### config.mk
export PLATFORM = sky130hd
export DESIGN_NAME = epu_axil_cmd_master
export DESIGN_NICKNAME = d
export VERILOG_FILES = /design/src/rtl/epu_axil_cmd_master.sv
export SDC_FILE = /design/constraint.sdc
export NUM_CORES = 1
export LEC_CHECK = 0
export ABC_CLOCK_PERIOD_IN_PS = 2000
export CAP_MARGIN = 25
export CORE_ASPECT_RATIO = 0.75
export CORE_MARGIN = 2
export CORE_UTILIZATION = 42
export CTS_CLUSTER_DIAMETER = 50
export DETAILED_ROUTE_END_ITERATION = 12
export PLACE_DENSITY = 0.76
export SYNTH_ARGS = -nofsm -noshare
export SYNTH_HDL_FRONTEND = slang
export SYNTH_SLANG_ARGS = --single-unit
### constraint.sdc
create_clock -name clk -period 2 [get_ports clk]
set_input_delay 0.5 -clock clk [delete_from_list [all_inputs] [get_ports clk]]
set_output_delay 0.5 -clock clk [all_outputs]
set_load 0.005 [all_outputs]
### src/rtl/epu_axil_cmd_master.sv
// AXI-Lite command master: turns a write/read/poll command stream into single
// outstanding AXI-Lite transactions and returns one response per command.
// Ports:
//   clk, rst_n                         clock, async active-low reset
//   cmd_valid/ready, cmd_op/addr/data  command in (op 00 wr, 01 rd, 10 poll, 11 illegal)
//   rsp_valid/ready, rsp_op/data/err   response out (held until rsp_ready)
//   m_axi_aw*/w*/b*/ar*/r*             AXI-Lite master channels
module epu_axil_cmd_master #(
   parameter int unsigned AXI_AW     = 32,
   parameter int unsigned POLL_LIMIT = 4096
) (
   input  logic              clk,
   input  logic              rst_n,
   input  logic              cmd_valid,
   output logic              cmd_ready,
   input  logic [1:0]        cmd_op,
   input  logic [AXI_AW-1:0] cmd_addr,
   input  logic [31:0]       cmd_data,
   output logic              rsp_valid,
   input  logic              rsp_ready,
   output logic [1:0]        rsp_op,
   output logic [31:0]       rsp_data,
   output logic              rsp_err,
   output logic [AXI_AW-1:0] m_axi_awaddr,
   output logic              m_axi_awvalid,
   input  logic              m_axi_awready,
   output logic [31:0]       m_axi_wdata,
   output logic [3:0]        m_axi_wstrb,
   output logic              m_axi_wvalid,
   input  logic              m_axi_wready,
   input  logic [1:0]        m_axi_bresp,
   input  logic              m_axi_bvalid,
   output logic              m_axi_bready,
   output logic [AXI_AW-1:0] m_axi_araddr,
   output logic              m_axi_arvalid,
   input  logic              m_axi_arready,
   input  logic [31:0]       m_axi_rdata,
   input  logic [1:0]        m_axi_rresp,
   input  logic              m_axi_rvalid,
   output logic              m_axi_rready
);

   localparam int unsigned CNT_W = $clog2(POLL_LIMIT) + 1;
   localparam logic [CNT_W-1:0] CNT_LAST = CNT_W'(POLL_LIMIT - 1);

   localparam logic [1:0] OP_WR   = 2'b00;
   localparam logic [1:0] OP_RD   = 2'b01;
   localparam logic [1:0] OP_POLL = 2'b10;

   typedef enum logic [2:0] {
      S_IDLE,
      S_WR_REQ,
      S_WR_RESP,
      S_RD_REQ,
      S_RD_RESP,
      S_RSP
   } state_t;

   state_t             state_q, state_d;
   logic [1:0]         op_q, op_d;
   logic [31:0]        mask_q, mask_d;
   logic [CNT_W-1:0]   cnt_q, cnt_d;

   logic               cmd_ready_d;
   logic               rsp_valid_d;
   logic [1:0]         rsp_op_d;
   logic [31:0]        rsp_data_d;
   logic               rsp_err_d;
   logic [AXI_AW-1:0]  awaddr_d;
   logic               awvalid_d;
   logic [31:0]        wdata_d;
   logic [3:0]         wstrb_d;
   logic               wvalid_d;
   logic               bready_d;
   logic [AXI_AW-1:0]  araddr_d;
   logic               arvalid_d;
   logic               rready_d;
   logic               aw_done;
   logic               w_done;

   // State and registered outputs
   always_ff @(posedge clk or negedge rst_n) begin
      if (!rst_n) begin
         state_q       <= S_IDLE;
         op_q          <= '0;
         mask_q        <= '0;
         cnt_q         <= '0;
         cmd_ready     <= 1'b0;
         rsp_valid     <= 1'b0;
         rsp_op        <= '0;
         rsp_data      <= '0;
         rsp_err       <= 1'b0;
         m_axi_awaddr  <= '0;
         m_axi_awvalid <= 1'b0;
         m_axi_wdata   <= '0;
         m_axi_wstrb   <= '0;
         m_axi_wvalid  <= 1'b0;
         m_axi_bready  <= 1'b0;
         m_axi_araddr  <= '0;
         m_axi_arvalid <= 1'b0;
         m_axi_rready  <= 1'b0;
      end else begin
         state_q       <= state_d;
         op_q          <= op_d;
         mask_q        <= mask_d;
         cnt_q         <= cnt_d;
         cmd_ready     <= cmd_ready_d;
         rsp_valid     <= rsp_valid_d;
         rsp_op        <= rsp_op_d;
         rsp_data      <= rsp_data_d;
         rsp_err       <= rsp_err_d;
         m_axi_awaddr  <= awaddr_d;
         m_axi_awvalid <= awvalid_d;
         m_axi_wdata   <= wdata_d;
         m_axi_wstrb   <= wstrb_d;
         m_axi_wvalid  <= wvalid_d;
         m_axi_bready  <= bready_d;
         m_axi_araddr  <= araddr_d;
         m_axi_arvalid <= arvalid_d;
         m_axi_rready  <= rready_d;
      end
   end

   // Next state and next output values
   always_comb begin
      state_d     = state_q;
      op_d        = op_q;
      mask_d      = mask_q;
      cnt_d       = cnt_q;
      cmd_ready_d = cmd_ready;
      rsp_valid_d = rsp_valid;
      rsp_op_d    = rsp_op;
      rsp_data_d  = rsp_data;
      rsp_err_d   = rsp_err;
      awaddr_d    = m_axi_awaddr;
      awvalid_d   = m_axi_awvalid;
      wdata_d     = m_axi_wdata;
      wstrb_d     = m_axi_wstrb;
      wvalid_d    = m_axi_wvalid;
      bready_d    = m_axi_bready;
      araddr_d    = m_axi_araddr;
      arvalid_d   = m_axi_arvalid;
      rready_d    = m_axi_rready;
      // A channel is done once its valid has dropped or is handshaking now
      aw_done     = !m_axi_awvalid || m_axi_awready;
      w_done      = !m_axi_wvalid  || m_axi_wready;

      unique case (state_q)
         S_IDLE: begin
            cmd_ready_d = 1'b1;
            if (cmd_valid && cmd_ready) begin
               cmd_ready_d = 1'b0;
               op_d        = cmd_op;
               mask_d      = cmd_data;
               case (cmd_op)
                  OP_WR: begin
                     state_d   = S_WR_REQ;
                     awaddr_d  = cmd_addr;
                     wdata_d   = cmd_data;
                     wstrb_d   = 4'hF;
                     awvalid_d = 1'b1;
                     wvalid_d  = 1'b1;
                  end
                  OP_RD, OP_POLL: begin
                     state_d   = S_RD_REQ;
                     araddr_d  = cmd_addr;
                     arvalid_d = 1'b1;
                     cnt_d     = '0;
                  end
                  default: begin
                     // Illegal op: answer with an error, no bus traffic
                     state_d     = S_RSP;
                     rsp_valid_d = 1'b1;
                     rsp_op_d    = cmd_op;
                     rsp_data_d  = '0;
                     rsp_err_d   = 1'b1;
                  end
               endcase
            end
         end

         S_WR_REQ: begin
            if (m_axi_awvalid && m_axi_awready) awvalid_d = 1'b0;
            if (m_axi_wvalid && m_axi_wready)   wvalid_d  = 1'b0;
            if (aw_done && w_done) begin
               state_d  = S_WR_RESP;
               bready_d = 1'b1;
            end
         end

         S_WR_RESP: begin
            if (m_axi_bvalid && m_axi_bready) begin
               bready_d    = 1'b0;
               state_d     = S_RSP;
               rsp_valid_d = 1'b1;
               rsp_op_d    = op_q;
               rsp_data_d  = '0;
               rsp_err_d   = (m_axi_bresp != 2'b00);
            end
         end

         S_RD_REQ: begin
            if (m_axi_arvalid && m_axi_arready) begin
               arvalid_d = 1'b0;
               rready_d  = 1'b1;
               state_d   = S_RD_RESP;
            end
         end

         S_RD_RESP: begin
            if (m_axi_rvalid && m_axi_rready) begin
               rready_d   = 1'b0;
               rsp_data_d = m_axi_rdata;
               rsp_op_d   = op_q;
               if (op_q != OP_POLL || m_axi_rresp != 2'b00) begin
                  state_d     = S_RSP;
                  rsp_valid_d = 1'b1;
                  rsp_err_d   = (m_axi_rresp != 2'b00);
               end else if ((m_axi_rdata & mask_q) != 32'h0) begin
                  state_d     = S_RSP;
                  rsp_valid_d = 1'b1;
                  rsp_err_d   = 1'b0;
               end else if (cnt_q == CNT_LAST) begin
                  // Poll timeout after POLL_LIMIT reads
                  state_d     = S_RSP;
                  rsp_valid_d = 1'b1;
                  rsp_err_d   = 1'b1;
               end else begin
                  cnt_d     = cnt_q + CNT_W'(1);
                  arvalid_d = 1'b1;
                  state_d   = S_RD_REQ;
               end
            end
         end

         S_RSP: begin
            if (rsp_valid && rsp_ready) begin
               rsp_valid_d = 1'b0;
               cmd_ready_d = 1'b1;
               state_d     = S_IDLE;
            end
         end

         default: state_d = S_IDLE;
      endcase
   end

endmodule

==> run_results.csv <==
group,metric,value,unit
power_and_ir_drop,total_leakage_power,5.36,nW
placement,place_congestion,0.878,
timing,period_share,101,%
synthesis,synth_simple_gate_area_share,14.4,%
placement,hpwlAfterDp,17.1,mm
outcome,status,"finished, violations left",
critical_path,cp-end-kind,"flip-flop",
synthesis,syn-num-nets,820,
routing,antenna_left,0,
layout,syn_to_final_growth,51.5,%
synthesis,syn_avg_cell_area,11.3,um^2
cts,clock-root-buffer,"clkbuf_16",
die,die_area,20100,um^2
cts,cts_tree,"built",
critical_path,arrival,2.37,ns
synthesis,yosys.area.top_type_share,59.4,%
synthesis,synthTopCellsByArea,"dfrtp_1 59%, mux2_2 10%, nand2_1 9.0%",
cts,path_clk_slew,0.08,ns
timing,tightest_slew,0.420,ns
layout,layout_common_cells,"230 x clkdlybuf4s50_1, 190 x nand2_1, 189 x dfrtp_1",
die,coreArea,18500,um^2
global_routing,grt_max_degree,66,
die,io-pin-count,253,
synthesis,synth_compound_area_share,7.85,%
critical_path,path_class,"in2reg",
layout,nets,1130,
routing,first_pass_iters,5,
synthesis,synth_mux_area_share,14.2,%
worst_hold_path,hold_path.class,"in2reg",
layout,drive_above_1_share,21.5,%
layout,fillers,1477,
layout,fin_area,12100,um^2
power_and_ir_drop,power_density,1420,nW/um^2
timing,period_minus_slack,2.02,ns
layout,final_core_util,65.1,%
timing,layout_setup_ws,-0.0181,ns
critical_path,start_kind,"primary input",
placement,numPortBuffers,252,
synthesis,synthFlopType,"dfrtp_1",
die,die_w,163,um
timing,holdWs,0.377,ns
cts,clockBufferDepth,2,
synthesis,synth-edff-count,0,
synthesis,synth.distinct_cells,51,
placement,place_area,11300,um^2
global_routing,grt_pass1_vias,6630,
power_and_ir_drop,intPower,0.0116,W
timing,fmax,496,MHz
placement,dp_cells,1241,
synthesis,synth_cells,706,
routing,vias,6511,
layout,n_antenna_cell,0,
die,initial_core_util,43.0,%
synthesis,ys_seq_area_share,59.4,%
cts,clk_latency,0.45,ns
power_and_ir_drop,combPwrFrac,41.0,%
layout,final_common_cell,"clkdlybuf4s50_1",
die,dieHeight,123,um
timing,fin_skew,0.0194,ns
global_routing,grt_pass1_wl,36.4,mm
critical_path,crit_chain,"clkdlybuf4s50_1, a22oi_2, nand4_1, nor2b_4, nand4_4, buf_6, or3_1, a21oi_1",
timing,final_hold_viol_count,0,
global_routing,gr-usage-all-layers,24.1,%
routing,via_per_inst,5.10,
cts,cts_sinks,189,
power_and_ir_drop,sequentialPowerShare,38.6,%
global_routing,grt_overflow_total,0,
critical_path,cp_slowest_cell,"clkdlybuf4s50_1",
power_and_ir_drop,ir_worst_vdd,0.000912,V
timing,maxSlewHeadroom,72.0,%
timing,slew_viol_final,0,
critical_path,worstPathMaxFanout,8,
critical_path,crit_required,2.35,ns
routing,drc,0,
synthesis,async_flop_share,100,%
cts,numCtsBuffers,17,
timing,setup_viol,4,
power_and_ir_drop,switching_share,32.1,%
critical_path,max_stage_delay,0.49,ns
power_and_ir_drop,p_clk_share,20.4,%
synthesis,synth-xor-area-share,0.110,%
die,rows,43,
cts,htree_num_levels,4,
global_routing,antenna_found_initial,0,
synthesis,syn_area,7960,um^2
synthesis,synth_largest_area_cell,"dfrtp_1",
power_and_ir_drop,switching_power,0.00549,W
flow_run,drv_cap,0,
routing,drt_wl_total,23.5,mm
synthesis,yosys_warnings,0,
timing,rsz0062_at_grt,"true",
synthesis,synthAdderAreaFrac,0.472,%
synthesis,ys_seq_elements,189,
layout,layoutNonFillerInstCount,1276,
routing,wl_per_cell,18.4,um
outcome,violations,"setup timing",
routing,dr.first_iter.drc_count,418,
synthesis,synth_top_family_by_area,"simple AND/OR/NAND/NOR gates",
[per-layer routing]
| metal | up-vias | track usage (%) | wire length (um) |
|---|---|---|---|
| met5 | - | 0 | 0 |
| met1 | 3191 | 33.5 | 10700 |
| met2 | 222 | 35.3 | 10300 |
| li1 | 3071 | - | - |
| met4 | 0 | 7.41 | 486 |
| met3 | 27 | 8.82 | 1990 |
[power by group through the flow]
stage          Sequential [W]  Clock, W  Combinational, W
2_1_floorplan         0.00649         0           0.00273
3_5_place_dp          0.00662         0           0.00692
5_1_grt               0.00681   0.00374           0.00762
6_report              0.00661   0.00350           0.00703
4_1_cts               0.00659   0.00356           0.00706
3_3_place_gp          0.00655         0           0.00683
[metrics by stage]
step | setup TNS (ns) | total power [W] | setup WS, ns
final | -0.0379 | 0.0171 | -0.0181
after global routing | -3.89 | 0.0182 | -0.138
after CTS | -0.0256 | 0.0172 | -0.0104
after detailed placement | -51.65 | 0.0135 | -0.791
after global placement | -49.73 | 0.0134 | -0.721
after floorplan | 0 | 0.00922 | 0.00664
[state kept, by name, summed over array words and instances (netlist names)]
register / flops
cmd_ready: 1
m_axi_rready: 1
rsp_valid: 1
m_axi_arvalid: 1
rsp_op: 2
op_q: 2
m_axi_wstrb: 1
state_q: 3
m_axi_awaddr: 32
m_axi_wdata: 32
m_axi_awvalid: 1
mask_q: 32
rsp_data: 32
rsp_err: 1
m_axi_bready: 1
cnt_q: 13
m_axi_wvalid: 1
m_axi_araddr: 32
[path summary, 6_finish.rpt]
| path | from | endpoint | slack, ns | cells after the start |
|---|---|---|---|---|
| max in group asynchronous | rst_n | state_q[2] | 0.81 | 3 |
| worst min register to register | m_axi_araddr[4] | m_axi_araddr[4] | 0.47 | 2 |
| worst max-delay path | m_axi_rdata[11] | cnt_q[4] | -0.02 | 8 |
| worst min-delay path | m_axi_rdata[9] | rsp_data[9] | 0.38 | 3 |
| worst max register to register | mask_q[22] | cnt_q[4] | -0.01 | 7 |
| min in group asynchronous | rst_n | rsp_data[20] | 0.50 | 2 |
[worst max-delay path, delay by kind of cell]
family	cells	cell delay, ns
buffers and inverters	2	0.68
and+or+nand+nor	4	0.83
AOI/OAI and AO/OA	2	0.36
[synth_stat cells (all sizes together) (3+ instances only)]
cell type and n:
mux2i 3, mux2 98, clkbuf 16, a21o 3, o31ai 4, nand2 191
or3 6, a221oi 4, a21oi 11, o21ai 49, nor3 6, nor2 9
a22o 3, nand3 13, ha 3, nor2b 4, a22oi 11, buf 25
and2 3, inv 11, and3 5, dfrtp 189, nand4 9, a211oi 4
[kinds of logic after synthesis]
family	Yosys count
fa+ha+maj	3
flops	189
compound gates	100
xor+xnor	1
simple gates	260
buf+inv	52
mux	101
[cell type report]
type,instances,area (um^2),area share (%)
Clock buffer,19,443,3.67
Sequential cell,189,4730,39.2
Timing Repair Buffer,332,3250,27.0
Clock inverter,13,155,1.29
Multi-Input combinational cell,465,3130,25.9
Tap cell,247,309,2.56
Inverter,11,41.3,0.343
[timing repair]
item                       CTS  global route
pin swaps                   27            12
setup buffers                1             1
setup endpoints to repair   18            47
gates resized for setup     43            22
hold endpoints to repair    23             0
hold buffers                 1             0
Note: power is estimated with default switching activity, not from simulation.
